$ cat src/rtl/xbar_ctrl_sender.sv
// xbar_ctrl_sender: initiator side of the crossbar control channel.
// Route requests are queued in a small FIFO, formatted into crossbar control
// words and issued one at a time over ctrl_val/ctrl_rdy. After each accepted
// word the sender idles for that request's hold count so in-flight packets
// drain before the route changes.
//
// state | meaning
// IDLE  | no word in flight; pops the FIFO head when one is queued
// SEND  | ctrl_msg presented with ctrl_val high until ctrl_rdy
// HOLD  | drain gap after a handshake, lasts exactly the latched hold count
module xbar_ctrl_sender #(
    parameter int BIT_WIDTH         = 32,
    parameter int N_INPUTS          = 2,
    parameter int N_OUTPUTS         = 2,
    parameter int ADDRESS_BIT_WIDTH = 4,
    parameter int FIFO_DEPTH        = 4,
    parameter int HOLD_BITS         = 8,
    localparam int ISW = (N_INPUTS > 1) ? $clog2(N_INPUTS) : 1,
    localparam int OSW = (N_OUTPUTS > 1) ? $clog2(N_OUTPUTS) : 1,
    localparam int AW  = ADDRESS_BIT_WIDTH,
    localparam int PW  = $clog2(FIFO_DEPTH + 1)
) (
    input  logic                 clk,
    input  logic                 reset,
    input  logic [AW-1:0]        req_addr,
    input  logic [ISW-1:0]       req_in_sel,
    input  logic [OSW-1:0]       req_out_sel,
    input  logic [HOLD_BITS-1:0] req_hold,
    input  logic                 req_val,
    output logic                 req_rdy,
    output logic [BIT_WIDTH-1:0] ctrl_msg,
    output logic                 ctrl_val,
    input  logic                 ctrl_rdy,
    output logic [PW-1:0]        pending,
    output logic                 busy
);

    localparam int PTRW = (FIFO_DEPTH > 1) ? $clog2(FIFO_DEPTH) : 1;
    localparam int EW   = AW + ISW + OSW + HOLD_BITS;
    localparam logic [PW-1:0] DEPTH_C = PW'(FIFO_DEPTH);

    typedef enum logic [1:0] {
        IDLE = 2'd0,
        SEND = 2'd1,
        HOLD = 2'd2
    } state_t;

    state_t state, state_nxt;

    logic [EW-1:0]        mem [FIFO_DEPTH];
    logic [PTRW-1:0]      wr_ptr, rd_ptr;
    logic [PW-1:0]        count;
    logic                 push, pop;

    logic [EW-1:0]        head;
    logic [AW-1:0]        head_addr;
    logic [ISW-1:0]       head_in_sel;
    logic [OSW-1:0]       head_out_sel;
    logic [HOLD_BITS-1:0] head_hold;

    logic [HOLD_BITS-1:0] hold_val;
    logic [HOLD_BITS-1:0] hold_cnt;

    // Address in the top bits, then the write flag, then input/output selects.
    function automatic logic [BIT_WIDTH-1:0] fmt_word(
        input logic [AW-1:0]  a,
        input logic [ISW-1:0] i,
        input logic [OSW-1:0] o
    );
        logic [BIT_WIDTH-1:0] w;
        w = '0;
        w[BIT_WIDTH-1 -: AW]            = a;
        w[BIT_WIDTH-AW-1]               = 1'b1;
        w[BIT_WIDTH-AW-2 -: ISW]        = i;
        w[BIT_WIDTH-AW-2-ISW -: OSW]    = o;
        return w;
    endfunction

    // No bypass: a full FIFO refuses a push even while it is being popped.
    assign req_rdy = (count < DEPTH_C);
    assign push    = req_val && req_rdy;
    assign pop     = (state == IDLE) && (count != '0);
    assign pending = count;

    assign head         = mem[rd_ptr];
    assign head_addr    = head[EW-1 -: AW];
    assign head_in_sel  = head[EW-AW-1 -: ISW];
    assign head_out_sel = head[EW-AW-ISW-1 -: OSW];
    assign head_hold    = head[HOLD_BITS-1:0];

    // FIFO storage; contents need no reset since occupancy gates every read.
    always_ff @(posedge clk) begin
        if (push) begin
            mem[wr_ptr] <= {req_addr, req_in_sel, req_out_sel, req_hold};
        end
    end

    // FIFO pointers and occupancy.
    always_ff @(posedge clk) begin
        if (reset) begin
            wr_ptr <= '0;
            rd_ptr <= '0;
            count  <= '0;
        end else begin
            if (push) wr_ptr <= wr_ptr + 1'b1;
            if (pop)  rd_ptr <= rd_ptr + 1'b1;
            case ({push, pop})
                2'b10:   count <= count + 1'b1;
                2'b01:   count <= count - 1'b1;
                default: count <= count;
            endcase
        end
    end

    // Word register and hold timer: load on pop, clear on handshake, count down in HOLD.
    always_ff @(posedge clk) begin
        if (reset) begin
            ctrl_msg <= '0;
            hold_val <= '0;
            hold_cnt <= '0;
        end else begin
            if (pop) begin
                ctrl_msg <= fmt_word(head_addr, head_in_sel, head_out_sel);
                hold_val <= head_hold;
            end else if (state == SEND && ctrl_rdy) begin
                ctrl_msg <= '0;
                hold_cnt <= hold_val;
            end
            if (state == HOLD) begin
                hold_cnt <= hold_cnt - 1'b1;
            end
        end
    end

    // FSM state register.
    always_ff @(posedge clk) begin
        if (reset) state <= IDLE;
        else       state <= state_nxt;
    end

    // FSM next-state logic.
    always_comb begin
        state_nxt = state;
        case (state)
            IDLE: if (count != '0) state_nxt = SEND;
            SEND: if (ctrl_rdy) state_nxt = (hold_val != '0) ? HOLD : IDLE;
            HOLD: if (hold_cnt <= HOLD_BITS'(1)) state_nxt = IDLE;
            default: state_nxt = IDLE;
        endcase
    end

    // FSM outputs.
    always_comb begin
        ctrl_val = (state == SEND);
        busy     = (state != IDLE) || (count != '0);
    end

endmodule

$ cat config.mk
export PLATFORM = sky130hd
export DESIGN_NAME = xbar_ctrl_sender
export DESIGN_NICKNAME = d
export VERILOG_FILES = /design/src/rtl/xbar_ctrl_sender.sv
export SDC_FILE = /design/constraint.sdc
export NUM_CORES = 1
export LEC_CHECK = 0
export ABC_AREA = 0
export CORE_MARGIN = 5
export CORE_UTILIZATION = 50
export DETAILED_ROUTE_END_ITERATION = 8
export GPL_ROUTABILITY_DRIVEN = 1
export PLACE_DENSITY = 0.82
export SLEW_MARGIN = 20
export SYNTH_ARGS = -nofsm -noshare
export SYNTH_HDL_FRONTEND = slang
export SYNTH_SLANG_ARGS = --single-unit
$ cat constraint.sdc
create_clock -name clk -period 4.3 [get_ports clk]
set_input_delay 0.645 -clock clk [delete_from_list [all_inputs] [get_ports clk]]
set_output_delay 0.645 -clock clk [all_outputs]
set_load 0.005 [all_outputs]
==> impl_metrics.ini <==
[setup_path]
worstSetupEndpointType = output port
cp_slowest_cell = clkdlybuf4s50_1
critical_path.startpoint = state[1]
crit_required_ns = 3.65
critPathMaxFanout = 10
crit_path_start_kind = flop
path_buf_inv = 1
r2r_start = state[1]
path_cells = nor2_2, nand2_1, clkdlybuf4s50_1
critPathArrivalTime_ns = 1.85
cp_slowest_stage_delay_ns = 0.48
worstSetupPathType = flop to output port
crit_family = simple AND/OR/NAND/NOR gates

[sta]
finalMaxSlewViolations = 0
whs_ns = 0.456
maxSlewHeadroom_pct = 47.2
finalCritPeriodShare_pct = 58.0
tightest_slew_ns = 0.790
finalCriticalPeriod_ns = 2.49
hold_viol_final = 0
rsz0062_at_grt = false
finClkSkew_ns = 0.00828
tns_ns = 0
finalWorstSetupSlack_ns = 1.81
fmax_ghz = 0.401
finalSetupViolCount = 0

[clocking]
clkTransAtPathRegs_ns = 0.09
insertion_delay_ns = 0.35
ctsHoldBuffers = 0
ctsHtreeMaxLevel = 3
tritoncts = done
numCtsBuffers = 9
clockBufferDepth = 2
cts.sinks = 90
cts_setup_buffers = 0
root_buffer = clkbuf_8
ctsResizeCount = 0

[finish]
fillCellCount = 624
syn_to_final_growth_pct = 11.1
nets = 335
drive_above_1_share_pct = 9.55
final-seq-area_um2 = 2360
multi_input_area_um2 = 1330
diodes = 0

[logic_synthesis]
synthTopCellsByArea = edfxtp_1, dfxtp_1, mux4_1
synth_flop_cell = edfxtp_1
ys_warn_count = 0
syn_area_um2 = 3930
yosysTopAreaCell = edfxtp_1
syn_inst = 281
postSynthAreaPerCell_um2 = 14.0
async_flop_share_pct = 0
yosysTopAreaCellShare_pct = 42.7
ys_types = 50
ys_seq_elements = 90
ys_seq_area_share_pct = 60.1
synth_edf_count = 56

[route]
vias_per_cell = 5.33
first_pass_iters = 4
ant_nets = 0
wl_mm = 6.56
wl_per_cell_um = 15.8
drt_iter0_drc = 117
vias = 2218
drc = 0

[global_route]
overflow = 0
grt_pass1_vias = 2228
antenna_found_initial = 0
grt_pass1_wl_mm = 10.7
grt_max_degree = 19
grt_usage_pct = 13.9

[floorplan]
core-area_um2 = 7690
die_h_um = 98.7
std_cell_rows = 32
num_io_pins = 56
initial_core_util_pct = 51.2
fp.dieW_um = 98.7
dieArea_um2 = 9740

[power_and_ir_drop]
p_leak_nw = 1.56
switching_power_uw = 841
internal_power_mw = 1.72
pwr-share-seq_pct = 48.5
power_mw = 2.56
p_clk_share_pct = 20.8
ir_drop_mv = 0.287
netSwitchingFraction_pct = 32.8
cellPowerDensity_nw_per_um2 = 586
comb_power_share_pct = 30.7

[placed_design]
dp_slack_ns = 1.59
io_buffer_count = 30
hpwl_mm = 4.74
gp_congestion = 0.844

[hold_path]
min-delay-start = ctrl_msg[27]
hp-class = flop to flop

[status]
status = finished, final reports clean

[job]
drv_cap = 0
-- cell usage after synthesis, drive strengths merged (3+ instances only) --
library cell / count
or3: 4
ha: 7
dfxtp: 34
and2: 5
nor3: 4
a311oi: 5
nor2: 11
o21ai: 11
mux4: 14
and3: 6
nand3: 9
nor4: 3
mux2i: 3
nor2b: 5
edfxtp: 56
a21oi: 17
clkbuf: 5
buf: 34
nand2: 4
a22o: 7
inv: 12
-- layout make-up --
class                      count  area share (%)
clock buffer                   9            2.83
clock inverter                 7            1.46
inverter                      12            1.03
multi-input combinational    164            30.5
sequential                    90            54.0
tap                          102            2.92
timing repair buffer          32            7.21
-- cells by family after synthesis --
logic type / Yosys count / synth area share, %
other: 1 / 0.0953
AO/OA/AOI/OAI: 52 / 9.03
AND/OR/NAND/NOR: 59 / 9.26
XOR/XNOR: 3 / 0.668
buffers and inverters: 51 / 8.33
multiplexers: 17 / 9.83
adder cells (fa/ha/maj): 8 / 2.74
flip-flops: 90 / 60.1
-- worst paths after layout --
path,cells after the start,to,slack [ns]
max,3,busy,1.81
min,2,ctrl_msg[27],0.46
max reg2reg,9,pending[2],1.91
min reg2reg,2,ctrl_msg[27],0.46
-- routing by layer --
metal  vias to the layer above  wire length (um)  track usage [%]
met3                         6               395             5.10
met4                         0                46             3.15
met5                         -                 0                0
met2                        68              3380             24.2
met1                      1075              2730             16.5
li1                       1069                 -                -
-- per-stage QoR --
step	instances	util [%]	cell area, um2
after detailed placement	400	54.4	4180
final	416	56.9	4370
after global placement	400	54.4	4180
after floorplan	305	-	4020
after global routing	416	56.9	4370
after CTS	416	56.9	4370
-- power by group through the flow --
stage / sequential, mW / clock [mW] / combinational, mW
2_1_floorplan: 1.19 / 0 / 0.644
3_3_place_gp: 1.25 / 0 / 0.762
3_5_place_dp: 1.26 / 0 / 0.789
4_1_cts: 1.25 / 0.547 / 0.793
5_1_grt: 1.27 / 0.585 / 0.868
6_report: 1.24 / 0.534 / 0.787
-- worst register-to-register path, delay by kind of cell, from the launching register on --
kind	cells	cell delay, ns
xor+xnor	1	0.15
flops	1	0.38
simple gates	3	0.91
buf+inv	2	0.19
compound gates	1	0.14
fa+ha+maj	2	0.57
-- registers in the layout (all words and copies together), names as in the netlist, named ones only --
register  count
mem          56
hold_cnt      8
hold_val      8
ctrl_msg      7
pending       3
rd_ptr        2
state         2
wr_ptr        2
-- layout by cell type (no fill, tap or decap), types with 2 or more instances in the layout --
cell,n
a22oi_1,2
a31oi_1,2
mux2i_1,3
nor4_1,2
and3_1,6
ha_1,7
nor2_1,10
dfxtp_1,34
xor2_1,2
a311oi_1,4
nand2_1,3
clkinvlp_4,2
and2_1,5
clkdlybuf4s50_1,30
clkbuf_8,9
edfxtp_1,56
a31o_2,2
nand3_1,9
conb_1,25
nand2b_1,2
o21ai_0,11
or3_1,4
inv_6,3
a22o_1,7
a21oi_1,17
inv_8,2
nor2b_1,5
buf_4,2
nor3_1,3
mux4_1,11
inv_1,12
mux4_2,3
o211ai_1,2
(Power assumes the default switching activity.)
